**src/rtl/mskaes_128bits_round_state.sv**
```systemverilog
// mskaes_128bits_round_state: masked AES-128 state register with sharewise AddRoundKey,
// sequencing the eleven key additions around an external SB/SR/MC datapath.
module mskaes_128bits_round_state #(
  parameter int d = 2
) (
  input  logic             clk,
  input  logic             rst_n,
  input  logic             in_valid,
  output logic             in_ready,
  input  logic [128*d-1:0] sh_data_in,
  input  logic [128*d-1:0] sh_rk,
  output logic [3:0]       rnd_idx,
  output logic [128*d-1:0] sh_state,
  output logic             dp_start,
  input  logic             dp_done,
  input  logic [128*d-1:0] sh_mc_in,
  input  logic [128*d-1:0] sh_sr_in,
  output logic             out_valid,
  input  logic             out_ready,
  output logic [128*d-1:0] sh_data_out
);
  typedef enum logic [1:0] {IDLE, ROUND, DONE} state_t;
  state_t           state, state_nx;
  logic [3:0]       rnd_nx;
  logic [128*d-1:0] sh_nx;
  logic             start_nx;
  logic             last;
  assign last = rnd_idx == 4'd10;
  // dp_done in the dp_start cycle belongs to no valid datapath pass and is dropped
  always_comb begin
    state_nx = state;
    rnd_nx   = rnd_idx;
    sh_nx    = sh_state;
    start_nx = 1'b0;
    case (state)
      IDLE: if (in_valid) begin
        sh_nx    = sh_data_in ^ sh_rk;
        rnd_nx   = 4'd1;
        state_nx = ROUND;
        start_nx = 1'b1;
      end
      ROUND: if (dp_done && !dp_start) begin
        sh_nx    = (last ? sh_sr_in : sh_mc_in) ^ sh_rk;
        rnd_nx   = last ? rnd_idx : rnd_idx + 4'd1;
        state_nx = last ? DONE : ROUND;
        start_nx = !last;
      end
      DONE: if (out_ready) begin
        state_nx = IDLE;
        rnd_nx   = 4'd0;
      end
      default: state_nx = IDLE;
    endcase
  end
  always_ff @(posedge clk or negedge rst_n)
    if (!rst_n) begin
      state    <= IDLE;
      rnd_idx  <= 4'd0;
      sh_state <= '0;
      dp_start <= 1'b0;
    end else begin
      state    <= state_nx;
      rnd_idx  <= rnd_nx;
      sh_state <= sh_nx;
      dp_start <= start_nx;
    end
  assign in_ready    = state == IDLE;
  assign out_valid   = state == DONE;
  assign sh_data_out = sh_state;
endmodule

```
**config.mk**
```make
export PLATFORM = sky130hd
export DESIGN_NAME = mskaes_128bits_round_state
export DESIGN_NICKNAME = d
export VERILOG_FILES = /design/src/rtl/mskaes_128bits_round_state.sv
export SDC_FILE = /design/constraint.sdc
export NUM_CORES = 1
export LEC_CHECK = 0
export CELL_PAD_IN_SITES_DETAIL_PLACEMENT = 1
export CELL_PAD_IN_SITES_GLOBAL_PLACEMENT = 1
export CORE_AREA = 8 8 591 593
export CTS_CLUSTER_DIAMETER = 30
export DETAILED_ROUTE_END_ITERATION = 16
export DIE_AREA = 0 0 599 601
export MAX_ROUTING_LAYER = met4
export PLACE_DENSITY_LB_ADDON = 0.2
export SLEW_MARGIN = 0
export SYNTH_ARGS = -nofsm -noshare
export SYNTH_HDL_FRONTEND = slang
export SYNTH_SLANG_ARGS = --single-unit
```
**constraint.sdc**
```tcl
create_clock -name clk -period 1.9 [get_ports clk]
set_clock_uncertainty 0.05 [all_clocks]
set_input_delay 0.38 -clock clk [delete_from_list [all_inputs] [get_ports clk]]
set_output_delay 0.38 -clock clk [all_outputs]
set_load 0.02 [all_outputs]
```
# Word-level counts from Yosys, hierarchy flattened
# Cells that the tools add are included.
# word_totals
out_inout_bits	519
register_bits	263
input_bits	1029
# op_classes
n_reduce_logical	9
add_sub_neg	1
muxes	17
n_eq_ne	7
bitwise_logic	2
# ops
operator	count
256-bit two-way mux	3
256-bit one-hot mux with 2 select lines	1
256-bit XOR	2
4-bit two-way mux	4
4-bit one-hot mux with 3 select lines	1
2-bit two-way mux	4
2-bit != test, second input constant	3
2-bit one-hot mux with 3 select lines	1
3-bit AND reduction	2
5-bit AND reduction	1
4-bit by 1-bit adder with 4-bit output, second input constant	1
4-bit == test, second input constant	1
3-bit nonzero test	1
2-bit by 1-bit == test with 1-bit output, second input constant	1
2-bit == test, second input constant	1
1-bit logical NOT	2
2-bit logical NOT	1
1-bit two-way mux	2
2-bit by 1-bit != test with 1-bit output, second input constant	1
1-bit one-hot mux with 2 select lines	1
2-bit nonzero test	1
1-bit logical AND	1

# Longest topological paths before layout
# depth
depth_word	5
depth_mapped	10
ltp_nobuf	6

# Worst setup path after synthesis
# OpenSTA, ideal clock, no wires.
# synth_path
kind	flip-flop to flip-flop
from	register state[1]
to	register sh_state[181], in the netlist sh_data_out[181]
setup_slack_ns	-0.155
stages_incl_launch_ff	10
t_arrival_ns	1.868
path_buffers	3
path_cell_list	dfrtp_1 > inv_1 > ha_1 > buf_2 > buf_2 > buf_2 > mux2_2 > mux2i_1 > xor2_1 > a21oi_1
# synth_via
elab_chain_cells	3
elab_cells_between_ends	7
# synth_rtl
element	line_no	source
start: declaration	23	state_t state, state_nx;
start signal: assignment	62	state <= state_nx;
2-bit by 1-bit == test with 1-bit output or 2-bit logical NOT (tied branches)	35	case (state)
2-bit != test (no source line) or 2-bit nonzero test (tied branches)	n/a	
3-bit AND reduction (no source line)	n/a	
end signal: assignment	64	sh_state <= sh_nx;
end: declaration	13	output logic [128*d-1:0] sh_state,
# Parallel ways exist; a longest one is shown, timed or not.
# A chain may end at the register's enable or synchronous reset.

# Final worst setup path
# layout_path
from	register state[1]
to	register sh_state[249], in the netlist sh_data_out[249]
# The elaborated chain is that of the path after synthesis.

==> qor.yml <==
postRouteAntennaNets: 0
pre_cts_ws_ns: -0.645
syn_nets: 2994
worstPathArrival_ns: 2.96
period_needed_ns: 2.38
synthArstFlopShare_pct: 100
cts_tree: "done"
worst_path_most_repeated_cell: "buf_16"
finalHoldViolCount: 0
slew_headroom_pct: 55.7
peakVddDrop_mv: 0.652
crit_family: "buffers and inverters"
cp-end-kind: "flip-flop"
yosys.area.top_type_share_pct: 34.0
synthMostInstantiatedCell: "buf_4"
rrSetupSlack_ns: -0.48
synth-seq-cells: 263
h-tree-depth: 4
rsz0062_at_grt: "true"
netlist_area_um2: 19300
drcViolationCount: 0
max_stage_delay_ns: 0.39
syn_to_final_growth_pct: 150
setup_tns_ns: -133.77
via_count: 22298
clock-root-buffer: "clkbuf_16"
initial_core_util_pct: 5.68
crit_chain: "inv_2 > ha_4 > nand4b_1 > buf_6 > buf_16 > buf_16 > buf_12 > buf_8 > mux2i_1 > xor2_1 > a21oi_1"
slew_viol_final: 0
fin_util_pct: 14.2
netlist_top_cells_area: "dfrtp_1 34%, mux2_2 15%, mux2i_1 13%, xor2_1 12%, buf_4 11%"
cts_num_sinks: 263
drtPass1Iterations: 5
portBuffers: 1547
avgSynthCellArea_um2: 9.88
fillerInstances: 39481
startpoint_type: "flip-flop"
cts_inserted_buffers: 137
layout_setup_ws_ns: -0.480
power_frac_seq_pct: 15.9
dpl.hpwl_um: 239000
setup_violations: 430
synth_edf_count: 0
path_max_fanout: 7
hold_class: "in2async"
syn_inst: 1959
globalRouteOverflowTotal: 0
io-pin-count: 1548
power_switching_w: 0.0375
violations: "negative setup slack"
p_int_w: 0.0447
run_status: "finished, violations left"
synth-seq-area-share_pct: 34.0
path_clk_slew_ns: 0.04
grt_pass1_vias: 24409
drive_gt1_share_pct: 36.6
yosysWarningCount: 0
cp.required_ns: 2.48
grt_pass1_wl_um: 322000
synth-main-ff-cell: "dfrtp_1"
finalCritPeriodShare_pct: 125
cap_viol_max_count: 0
grt_max_degree: 55
wl_per_cell_um: 32.4
antenna_found_initial: 166
die-area_um2: 360000
synth_common_cells: "281 x buf_4, 263 x dfrtp_1, 260 x nor2_1"
rows: 215
nets: 4636
grt_use_total_pct: 14.5
power_density_nw_per_um2: 1700
drt_wl_total_um: 270000
fmax_mhz: 420
comb_power_share_pct: 60.1
slowest_stage: "dfrtp_1"
clk_latency_ns: 0.78
worst_slew_pin_slew_ns: 0.664
vias_per_cell: 2.68
die_h_um: 601
swShare_pct: 45.6
clock_path_buffers: 4
die_w_um: 599
yosys.area.top_type: "dfrtp_1"
place.gp.congestion: 0.828
clkPwrFrac_pct: 24.0
critPathBufInv: 6
coreArea_um2: 341000
critPathKind: "reg2reg"
ys_types: 28
p_leak_nw: 19.8
drt_iter0_drc: 898
metrics by stage:
| step | power, W | instances | hold slack [ns] | cell area (um^2) |
|---|---|---|---|---|
| after global routing | 0.0872 | 8321 | 0.0885 | 48400 |
| final | 0.0823 | 8329 | 0.124 | 48400 |
| after CTS | 0.0826 | 8205 | 0.0625 | 46600 |
| after floorplan | 0.0302 | 1959 | 0.0344 | 19700 |
| after detailed placement | 0.0605 | 7920 | 0.283 | 41400 |
| after global placement | 0.0605 | 7920 | 0.286 | 41400 |
worst paths after layout:
path | from | end | depth (start not counted)
worst min register to register | sh_data_out[161]$_DFFE_PN0P_ | sh_data_out[161]$_DFFE_PN0P_ | 2
worst min-delay path | rst_n | sh_data_out[130]$_DFFE_PN0P_ | 2
max in group asynchronous | rst_n | sh_data_out[209]$_DFFE_PN0P_ | 3
min in group clk | sh_rk[218] | sh_data_out[218]$_DFFE_PN0P_ | 3
worst max register to register | state[1]$_DFFE_PN0P_ | sh_data_out[249]$_DFFE_PN0P_ | 11
worst max-delay path | state[1]$_DFFE_PN0P_ | sh_data_out[249]$_DFFE_PN0P_ | 11
routing by layer:
layer | wire length [um] | share of wire [%] | track usage, % | vias to the layer above
met5 | 0 | 0 | - | -
met4 | 4650 | 1.7 | 2.21 | 0
met3 | 33100 | 12 | 8.51 | 311
met2 | 130000 | 48 | 24.5 | 1080
met1 | 102000 | 38 | 14.9 | 11015
li1 | - | - | - | 9892
sequential cells by signal, indices dropped and copies added (netlist names):
name,flops
sh_data_out,256
rnd_idx,4
state,2
dp_start,1
cells in the final DEF, fill, tap and decap left out, types with 4 or more instances in the layout:
cell type / n
clkinv_2: 4
clkdlybuf4s50_1: 1132
nor2_1: 247
xor2_2: 18
dlygate4sd2_1: 24
a21oi_2: 14
dfrtp_1: 167
nor2_4: 7
buf_6: 154
buf_2: 25
clkbuf_16: 156
mux2_4: 26
mux2_2: 230
dfrtp_2: 96
xor2_1: 238
o21ai_0: 4
clkbuf_1: 61
mux2i_4: 33
buf_12: 170
nand2_1: 7
buf_16: 23
a21oi_1: 242
diode_2: 79
nor2_2: 6
buf_4: 304
buf_8: 16
mux2i_1: 196
clkbuf_8: 17
clkinv_8: 4
mux2i_2: 27
power groups by stage:
stage / Sequential [W] / Clock, W / Combinational (W)
floorplan: 0.0137 / 0 / 0.0165
global placement: 0.0128 / 0 / 0.0476
detailed placement: 0.0129 / 0 / 0.0476
CTS: 0.0133 / 0.0205 / 0.0488
global route: 0.0135 / 0.0208 / 0.0529
finish: 0.0131 / 0.0197 / 0.0495
repair_timing:
action / CTS / global route
hold buffers: 1 / 0
pin swaps: 31 / 58
setup buffers: 50 / 27
endpoints found under the setup margin: 761 / 613
gates cloned: 7 / 20
hold endpoints to repair: 263 / 0
gates resized for setup: 1290 / 227
cells by family after synthesis:
kind of cell             after synthesis  share of synthesized area (%)
multiplexers                         512                           28.1
AND/OR/NAND/NOR                      279                           5.61
flip-flops                           263                           34.0
AO/OA/AOI/OAI                        268                           7.18
XOR/XNOR                             256                           11.6
adder cells (fa/ha/maj)                6                          0.388
buffers and inverters                375                           13.1
final cells by class:
class / count / area, um^2 / share of cell area, %
Timing Repair Buffer: 1874 / 20500 / 42.4
Clock inverter: 16 / 241 / 0.499
Multi-Input combinational cell: 1321 / 11200 / 23.0
Clock buffer: 215 / 3890 / 8.03
Inverter: 4 / 17.5 / 0.0362
Tap cell: 4557 / 5700 / 11.8
Antenna cell: 79 / 198 / 0.408
Sequential cell: 263 / 6700 / 13.8
No activity file was read; power rests on OpenSTA's default activity.
